File: src/rtl/draw_sequencer_if.sv
// Bundles the request side (from game logic) and the drawer-facing outputs
// of the draw sequencer.
//   master : the requester / observer (drives requests and digits, sees drawer outputs)
//   slave  : the sequencer itself
// Signals:
//   lane_req[3:0], lane_on[3:0]  lane redraw pulse and colour (1 = white)
//   score_req[1:0]               score glyph redraw pulse, player 0/1
//   score0[3:0], score1[3:0]     player hex digits
//   x[7:0], y[7:0]               origin to drawer
//   draw[5:0]                    one-hot job select
//   plot, black, score[3:0]      drawer advance, square colour, glyph digit
//   busy, done                   sequencer status, job-complete pulse
interface draw_sequencer_if;
    logic [3:0] lane_req;
    logic [3:0] lane_on;
    logic [1:0] score_req;
    logic [3:0] score0;
    logic [3:0] score1;
    logic [7:0] x;
    logic [7:0] y;
    logic [5:0] draw;
    logic       plot;
    logic       black;
    logic [3:0] score;
    logic       busy;
    logic       done;

    modport master (
        output lane_req, lane_on, score_req, score0, score1,
        input  x, y, draw, plot, black, score, busy, done
    );

    modport slave (
        input  lane_req, lane_on, score_req, score0, score1,
        output x, y, draw, plot, black, score, busy, done
    );
endinterface

File: src/rtl/draw_sequencer.sv
// Upstream controller for the square/score pixel drawer. Latches lane-square
// and score-glyph redraw requests, serialises them lowest-index first and
// drives the drawer for exactly its pixel-cycle count per job, dropping draw
// between jobs so the drawer's counters clear.
// Ports:
//   clock   system clock, rising edge
//   resetn  asynchronous active-low reset
//   seq_if  draw_sequencer_if.slave (requests in, drawer controls out)
//
// state | meaning
// ------+---------------------------------------------------------------
// IDLE  | no job; grant lowest pending request if any
// LOAD  | draw/x/y/black/score presented, plot low, counter cleared
// PLOT  | plot high for SQ_CYCLES (lane) or GLYPH_CYCLES (score) cycles
// CLEAR | draw and plot low, done pulse, back to IDLE
module draw_sequencer #(
    parameter int unsigned SQ_CYCLES    = 16,
    parameter int unsigned GLYPH_CYCLES = 75,
    parameter logic [7:0]  LANE_X0      = 8'd20,
    parameter logic [7:0]  LANE_X1      = 8'd40,
    parameter logic [7:0]  LANE_X2      = 8'd60,
    parameter logic [7:0]  LANE_X3      = 8'd80,
    parameter logic [7:0]  LANE_Y       = 8'd100,
    parameter logic [7:0]  SCORE_X0     = 8'd10,
    parameter logic [7:0]  SCORE_X1     = 8'd130,
    parameter logic [7:0]  SCORE_Y      = 8'd5
) (
    input  logic             clock,
    input  logic             resetn,
    draw_sequencer_if.slave  seq_if
);

    typedef enum logic [1:0] {
        S_IDLE  = 2'd0,
        S_LOAD  = 2'd1,
        S_PLOT  = 2'd2,
        S_CLEAR = 2'd3
    } state_t;

    localparam logic [6:0] SQ_LAST    = 7'(SQ_CYCLES - 1);
    localparam logic [6:0] GLYPH_LAST = 7'(GLYPH_CYCLES - 1);

    state_t     state_q, state_d;
    logic [5:0] pending_q, pending_d;
    logic [3:0] on_latch_q, on_latch_d;
    logic [6:0] cnt_q, cnt_d;
    logic [5:0] grant_q, grant_d;
    logic [7:0] x_q, x_d;
    logic [7:0] y_q, y_d;
    logic       black_q, black_d;
    logic [3:0] score_q, score_d;

    logic [5:0] grant_lo;
    logic [5:0] clr;
    logic [6:0] cnt_last;

    // Isolate the lowest set pending bit (two's complement trick).
    assign grant_lo = pending_q & (~pending_q + 6'd1);
    assign cnt_last = (|grant_q[5:4]) ? GLYPH_LAST : SQ_LAST;

    always_ff @(posedge clock or negedge resetn) begin
        if (!resetn) begin
            state_q    <= S_IDLE;
            pending_q  <= '0;
            on_latch_q <= '0;
            cnt_q      <= '0;
            grant_q    <= '0;
            x_q        <= '0;
            y_q        <= '0;
            black_q    <= 1'b0;
            score_q    <= '0;
        end else begin
            state_q    <= state_d;
            pending_q  <= pending_d;
            on_latch_q <= on_latch_d;
            cnt_q      <= cnt_d;
            grant_q    <= grant_d;
            x_q        <= x_d;
            y_q        <= y_d;
            black_q    <= black_d;
            score_q    <= score_d;
        end
    end

    always_comb begin
        state_d    = state_q;
        cnt_d      = cnt_q;
        grant_d    = grant_q;
        x_d        = x_q;
        y_d        = y_q;
        black_d    = black_q;
        score_d    = score_q;
        clr        = '0;
        on_latch_d = on_latch_q;

        for (int i = 0; i < 4; i++) begin
            if (seq_if.lane_req[i]) begin
                on_latch_d[i] = seq_if.lane_on[i];
            end
        end

        unique case (state_q)
            S_IDLE: begin
                if (pending_q != '0) begin
                    clr     = grant_lo;
                    grant_d = grant_lo;
                    state_d = S_LOAD;
                    case (grant_lo)
                        6'b000001: begin x_d = LANE_X0; y_d = LANE_Y; black_d = ~on_latch_q[0]; end
                        6'b000010: begin x_d = LANE_X1; y_d = LANE_Y; black_d = ~on_latch_q[1]; end
                        6'b000100: begin x_d = LANE_X2; y_d = LANE_Y; black_d = ~on_latch_q[2]; end
                        6'b001000: begin x_d = LANE_X3; y_d = LANE_Y; black_d = ~on_latch_q[3]; end
                        6'b010000: begin
                            x_d     = SCORE_X0;
                            y_d     = SCORE_Y;
                            black_d = 1'b0;
                            score_d = seq_if.score0;
                        end
                        6'b100000: begin
                            x_d     = SCORE_X1;
                            y_d     = SCORE_Y;
                            black_d = 1'b0;
                            score_d = seq_if.score1;
                        end
                        default: ;
                    endcase
                end
            end
            S_LOAD: begin
                cnt_d   = '0;
                state_d = S_PLOT;
            end
            S_PLOT: begin
                if (cnt_q == cnt_last) begin
                    state_d = S_CLEAR;
                end else begin
                    cnt_d = cnt_q + 7'd1;
                end
            end
            S_CLEAR: begin
                state_d = S_IDLE;
            end
            default: state_d = S_IDLE;
        endcase

        // A request arriving on its own grant edge survives the clear.
        pending_d = (pending_q & ~clr) | {seq_if.score_req, seq_if.lane_req};
    end

    assign seq_if.draw  = (state_q == S_LOAD || state_q == S_PLOT) ? grant_q : 6'd0;
    assign seq_if.plot  = (state_q == S_PLOT);
    assign seq_if.busy  = (state_q != S_IDLE);
    assign seq_if.done  = (state_q == S_CLEAR);
    assign seq_if.x     = x_q;
    assign seq_if.y     = y_q;
    assign seq_if.black = black_q;
    assign seq_if.score = score_q;

endmodule

File: src/flat_wrapper.sv
// flat-port wrapper written by rule: the top's interface ports become plain ports
module draw_sequencer_flat 
#(
    parameter int unsigned SQ_CYCLES    = 16,
    parameter int unsigned GLYPH_CYCLES = 75,
    parameter logic [7:0]  LANE_X0      = 8'd20,
    parameter logic [7:0]  LANE_X1      = 8'd40,
    parameter logic [7:0]  LANE_X2      = 8'd60,
    parameter logic [7:0]  LANE_X3      = 8'd80,
    parameter logic [7:0]  LANE_Y       = 8'd100,
    parameter logic [7:0]  SCORE_X0     = 8'd10,
    parameter logic [7:0]  SCORE_X1     = 8'd130,
    parameter logic [7:0]  SCORE_Y      = 8'd5
)
  (clock, resetn, seq_if_lane_req, seq_if_lane_on, seq_if_score_req, seq_if_score0, seq_if_score1, seq_if_x, seq_if_y, seq_if_draw, seq_if_plot, seq_if_black, seq_if_score, seq_if_busy, seq_if_done);
  draw_sequencer_if seq_if_i ();
  input  logic clock;
  input  logic resetn;
  input wire logic [$bits(seq_if_i.lane_req)-1:0] seq_if_lane_req;
  input wire logic [$bits(seq_if_i.lane_on)-1:0] seq_if_lane_on;
  input wire logic [$bits(seq_if_i.score_req)-1:0] seq_if_score_req;
  input wire logic [$bits(seq_if_i.score0)-1:0] seq_if_score0;
  input wire logic [$bits(seq_if_i.score1)-1:0] seq_if_score1;
  output wire logic [$bits(seq_if_i.x)-1:0] seq_if_x;
  output wire logic [$bits(seq_if_i.y)-1:0] seq_if_y;
  output wire logic [$bits(seq_if_i.draw)-1:0] seq_if_draw;
  output wire logic [$bits(seq_if_i.plot)-1:0] seq_if_plot;
  output wire logic [$bits(seq_if_i.black)-1:0] seq_if_black;
  output wire logic [$bits(seq_if_i.score)-1:0] seq_if_score;
  output wire logic [$bits(seq_if_i.busy)-1:0] seq_if_busy;
  output wire logic [$bits(seq_if_i.done)-1:0] seq_if_done;
  assign seq_if_i.lane_req = seq_if_lane_req;
  assign seq_if_i.lane_on = seq_if_lane_on;
  assign seq_if_i.score_req = seq_if_score_req;
  assign seq_if_i.score0 = seq_if_score0;
  assign seq_if_i.score1 = seq_if_score1;
  assign seq_if_x = seq_if_i.x;
  assign seq_if_y = seq_if_i.y;
  assign seq_if_draw = seq_if_i.draw;
  assign seq_if_plot = seq_if_i.plot;
  assign seq_if_black = seq_if_i.black;
  assign seq_if_score = seq_if_i.score;
  assign seq_if_busy = seq_if_i.busy;
  assign seq_if_done = seq_if_i.done;
  draw_sequencer #(.SQ_CYCLES(SQ_CYCLES), .GLYPH_CYCLES(GLYPH_CYCLES), .LANE_X0(LANE_X0), .LANE_X1(LANE_X1), .LANE_X2(LANE_X2), .LANE_X3(LANE_X3), .LANE_Y(LANE_Y), .SCORE_X0(SCORE_X0), .SCORE_X1(SCORE_X1), .SCORE_Y(SCORE_Y)) u_core (.clock(clock), .resetn(resetn), .seq_if(seq_if_i));
endmodule
File: config.mk
export PLATFORM = sky130hd
export DESIGN_NAME = draw_sequencer_flat
export DESIGN_NICKNAME = d
export VERILOG_FILES = /design/src/rtl/draw_sequencer_if.sv /design/src/rtl/draw_sequencer.sv /design/src/flat_wrapper.sv
export SDC_FILE = /design/constraint.sdc
export NUM_CORES = 1
export LEC_CHECK = 0
export ABC_AREA = 1
export CORE_MARGIN = 2
export CORE_UTILIZATION = 44
export CTS_CLUSTER_SIZE = 40
export DETAILED_ROUTE_END_ITERATION = 8
export GPL_TIMING_DRIVEN = 0
export PLACE_DENSITY = 0.75
export SYNTH_ARGS = -nofsm -noshare
export SYNTH_HDL_FRONTEND = slang
export SYNTH_SLANG_ARGS = --single-unit
File: constraint.sdc
create_clock -name clock -period 1.2 [get_ports clock]
set_input_delay 0.3 -clock clock [delete_from_list [all_inputs] [get_ports clock]]
set_output_delay 0.3 -clock clock [all_outputs]
set_load 0.01 [all_outputs]
After elaboration in Yosys (flattened, before gate mapping):

Cells that the tools add are included.

* bits in registers: 46
* input bits: 20
* word-level logic and storage cells: 68

* $add $sub $neg: 2
* equal/unequal tests: 13
* multiplexer cells: 13
* bitwise operators: 9
* reduce and logical (&&, ||, !) cells: 19

Operators by type and width (count)
* $pmux W8 S6: 1
* $mux W6: 3
* $pmux W8 S2: 1
* $mux W7: 2
* $pmux W7 S2: 1
* $and A6 B6 Y6: 2
* $not A6 Y6: 2
* $reduce_and A3 Y1: 4
* $reduce_bool A6 Y1: 2
* $pmux W2 S4: 1
* $pmux W4 S2: 1
* $reduce_bool A2 Y1: 4
* $add A7 B1 Y7 const B: 1
* $eq A7 B7 Y1: 1
* $add A6 B1 Y6 const B: 1
* $eq A6 B1 Y1 const B: 1
* $eq A6 B2 Y1 const B: 1
* $eq A6 B3 Y1 const B: 1
* $eq A6 B4 Y1 const B: 1
* $eq A6 B5 Y1 const B: 1
* $eq A6 B6 Y1 const B: 1
* $or A6 B6 Y6: 1
* $reduce_and A2 Y1: 3
* $pmux W1 S5: 1
* 11 further kinds: 18

Logic depth before layout (Yosys ltp):

* word-level depth: 8
* depth in mapped cells: 10

Worst setup path after synthesis:

Ideal clock, no wire load.

* path kind: register to register
* from: register u_core.state_q[0]
* to: register u_core.y_q[5] (netlist: u_core.seq_if.y[5])
* setup time: 0.120 ns
* arrival: 1.224 ns
* required time: 1.080 ns
* path slack: -0.144 ns
* cell stages (with the launch flop): 8
* period minus slack after synthesis: 1.344 ns
* cells stage by stage: dfrtp_1 inv_1 ha_1 inv_2 nor2_4 inv_2 o21ai_0 inv_1

* word-level cells in the longest chain between the ends: 2

Ends and longest elaborated chain
* from (decl): RTL line draw_sequencer.sv:43 `state_t state_q, state_d;`
* from (signal assigned): RTL line draw_sequencer.sv:73 `state_q <= state_d;`
* $logic_not A2 Y1: RTL line draw_sequencer.sv:102 `unique case (state_q)`
* $reduce_and A3 Y1 (no source line)
* to (signal assigned): RTL line draw_sequencer.sv:79 `y_q <= y_d;`
* to (decl): RTL line draw_sequencer.sv:49 `logic [7:0] y_q, y_d;`

Every way passes these cells.
A chain may end at the register's enable or synchronous reset.

Worst setup path in the final report:

* from: register u_core.state_q[0]
* to: output port seq_if_draw[2]

* word-level cells in the longest chain between the ends: 3
* elaborated cells on any way between the ends: 4
* those cells by class: eq/ne (2); mux (1); reduce/logical (1)

Ends and longest elaborated chain
* $eq A2 B1 Y1 or $eq A2 B2 Y1 (tied branches): RTL line draw_sequencer.sv:150 `assign seq_if.draw = (state_q == S_LOAD || state_q == S_PLOT) ? grant_q : 6'd0;`
* $logic_or A1 B1 Y1 *: RTL line draw_sequencer.sv:150
* $mux W6 *: RTL line draw_sequencer.sv:150
* to (decl): RTL line flat_wrapper.sv:26 `output wire logic [$bits(seq_if_i.draw)-1:0] seq_if_draw;`

Mark *: on every way between the ends. The rest lies on a longest branch, timed or not.

==> key figures <==
Outcome
  – Status: finished with violations
  – Failing checks: setup timing

Yosys
  – Cell area after synthesis: 2043 um2
  – Largest area contributor in the netlist: dfrtp_1
  – Library cells used by synthesis: 26
  – Flip-flop and latch count after synthesis: 40
  – Top cell type's share of synthesized area: 48.99%
  – Part of the Yosys area used for sequential elements: 48.99%
  – Cells after Synth: 250
  – Ranking of synthesized cells by area: dfrtp_1, nand2_1, inv_1
  – Synth warnings: 0
  – Avg Cell Area, Syn: 8.173 um2

Global route
  – First-pass GRT wire length: approximately 8400 um
  – All-Layer GR Usage: 20.95%
  – Met1 GRT Util: 25.93%
  – Remaining global-route overflow: 0
  – Busiest grt layer: met2
  – Initial antenna violation count: 0
  – Pin count of the biggest net entering global routing: 41
  – Met3 usage: approximately 5.7%
  – Vias in the first global route: 1869
  – M2 GR Usage: 35.27%

Critical path
  – Buffers & Inverters on Critical Path: 3
  – Slowest cell delay on critical path: 0.39 ns
  – Required time worst endpoint: 0.90 ns
  – Slowest-stage cell, CP: dfrtp_1
  – Cell Chain, Critical Path: inv_2, ha_4, nand2_1, inv_1, buf_2
  – Critical Path End Type: output port
  – Critical setup path kind: reg -> out
  – Arrival time worst endpoint: 1.32 ns
  – Crit path launch type: register
  – CP top delay family: flip-flops
  – Crit path max fanout: 7

Layout
  – Commonest non-fill, non-tap cell in the layout: nand2_1
  – Area Overhead vs Synth: 54.13%
  – Nets: 364
  – Most frequent cells in the layout: nand2_1, dfrtp_1, buf_4
  – Share of layout cells above drive strength 1: 42.65%
  – Antenna diode count: 0

Die
  – Die ar.: 5205 um2
  – Initial Util: roughly 46%
  – Die width: 72.15 um
  – Die Ht: 72.15 um
  – Std cell rows: 24
  – Top-level I/O count: 50
  – CORE AREA: 4414 um2

Routing
  – Residual DRC: 0
  – DRT Wirelength: 5519 um
  – Vias: 1979
  – First-pass DRT Iterations: 5
  – Final antenna-violating net count: 0
  – Vias per cell: 5.048
  – Routed length per instance: 14.08 um
  – Initial drt markers: 71

Clock network
  – Root buffer cell: clkbuf_8
  – Max clock buf depth: 2
  – Htree depth: 2
  – CTS clk-pin slew, worst paths: ~0.08 ns
  – CTS tree: yes
  – Worst skew pair latency: 0.31 ns
  – Clock sinks: 40
  – Num CTS Buffers: 5

STA
  – Final period util: 135.1%
  – Final Max Slew Viols: 0
  – Tmin final: 1.621 ns
  – Relative slew margins: 41.06%
  – Worst setup margin: -0.4212 ns
  – RSZ-0062 raised after global routing: yes
  – Worst Tran Pin Value: 0.8841 ns
  – Final Hold Vio Count: 0
  – Fmax: 616.8 MHz
  – Setup Viol. Count Final: 45
  – Setup TNS: -8.029 ns
  – Worst Skew: between 0.007 and 0.008 ns

Place
  – Post-placement setup slack: -0.5308 ns
  – RePlAce Congestion: 0.8728
  – Buffers added on ports: 44
  – Detailed placer's ending HPWL: 3050 um

Job
  – Max-cap viol count: 0

Worst hold path
  – Worst min path class: in -> async

Power
  – Power per Cell Area: ~840 nW/um2
  – Worst IR Drop VDD: roughly 760 uV
  – P_leak: ~1.7 nW
-- power by group --
part	leakage, nW	switching (W)	internal (W)	total (W)
clock	0.0541	0.000515	0.000615	0.00113
sequential	0.454	0.00000686	0.00136	0.00137
combinational	1.17	0.0000673	0.0000802	0.000148
total	1.68	0.000589	0.00206	0.00265
-- worst reg2reg max path, stage by stage, from the launching register on --
cell and delay (ns):
dfrtp_2 0.45, nor2_4 0.21, o211ai_4 0.13, nand2_2 0.11
nand2_4 0.09, buf_12 0.15, buf_8 0.13, nand2_2 0.05
nand2_1 0.05
-- registers in the layout (all words and copies together) (netlist names) --
register             cells
u_core.grant_q           6
u_core.state_q           2
u_core.seq_if.x          7
u_core.seq_if.y          3
u_core.on_latch_q        4
u_core.pending_q         6
u_core.seq_if.black      1
u_core.seq_if.score      4
u_core.cnt_q             7
-- area by class of cell --
type,count,area (um2)
Inverter,36,150.1
Sequential cell,40,1007
Fill cell,322,1265
Clock buffer,5,68.82
Timing Repair Buffer,78,661.9
Clock inverter,3,42.54
Tap cell,52,65.06
Multi-Input combinational cell,170,1079
Buffer,8,75.07
-- synth_stat cells --
cell type  number
nand2_4         1
a21o_1          4
nor3b_1         1
nand2_1        87
ha_1            5
o21ai_0        14
conb_1          1
nand4_1         4
nor2_4          1
mux2_2          1
nand4_2         1
o211ai_4        1
buf_4           6
buf_6           3
or2_1           1
nor2_2          2
nor2_1         13
xor2_1          1
inv_1          31
nand2_2         2
dfrtp_1        40
nand3_1        21
nand3_2         1
inv_2           5
o21bai_1        2
nor3_4          1
-- through the flow --
stage / hold slack, ns / power, W / area (um2) / utilization (%) / instances
floorplan: 0.004409 / 0.001441 / 2081 / - / 254
CTS: 0.1485 / 0.002648 / 2973 / 67.35 / 385
global route: 0.1840 / 0.002727 / 3149 / 71.34 / 392
finish: 0.1006 / 0.002647 / 3149 / 71.34 / 392
detailed placement: 0.4618 / 0.001544 / 2581 / 58.48 / 350
global placement: 0.4523 / 0.001543 / 2586 / 58.59 / 350
-- cells by family (layout without fill, tap and decap cells) --
logic type | Yosys count | after routing | share of synthesized area, %
XOR/XNOR | 1 | 1 | 0.4287
flip-flops | 40 | 40 | 48.99
adder cells (fa/ha/maj) | 5 | 5 | 3.062
AND/OR/NAND/NOR | 136 | 137 | 29.64
AO/OA/AOI/OAI | 21 | 21 | 6.675
buffers and inverters | 45 | 130 | 10.47
multiplexers | 1 | 1 | 0.5511
other | 1 | 5 | 0.1835
-- routing by layer --
layer / vias up / share of wire (%) / wire (um)
li1: 950 / - / -
met3: 13 / 5.2 / 289
met2: 73 / 51 / 2840
met1: 943 / 40 / 2228
met4: 0 / 2.9 / 160
met5: - / 0 / 0
-- path summary, 6_finish.rpt --
check                                         start             endpoint  slack [ns]  cells past startpoint
worst max register to register  u_core.pending_q[0]   u_core.seq_if.x[4]       -0.29                      8
worst min register to register   u_core.seq_if.y[2]   u_core.seq_if.y[2]        0.48                      1
min in group clock               u_core.seq_if.y[2]   u_core.seq_if.y[2]        0.48                      1
worst max-delay path              u_core.state_q[0]       seq_if_draw[2]       -0.42                      5
max in group asynchronous                    resetn  u_core.pending_q[2]        0.47                      1
worst min-delay path                         resetn    u_core.state_q[0]        0.10                      1
-- timing repair --
action | 4_1_cts | 5_1_grt
hold buffers | 0 | 0
cloned | 3 | 0
gates resized for setup | 148 | 51
endpoints found under the setup margin | 58 | 45
buffers inserted | 25 | 11
pin swaps | 12 | 21
No activity file was read; power rests on OpenSTA's default activity.
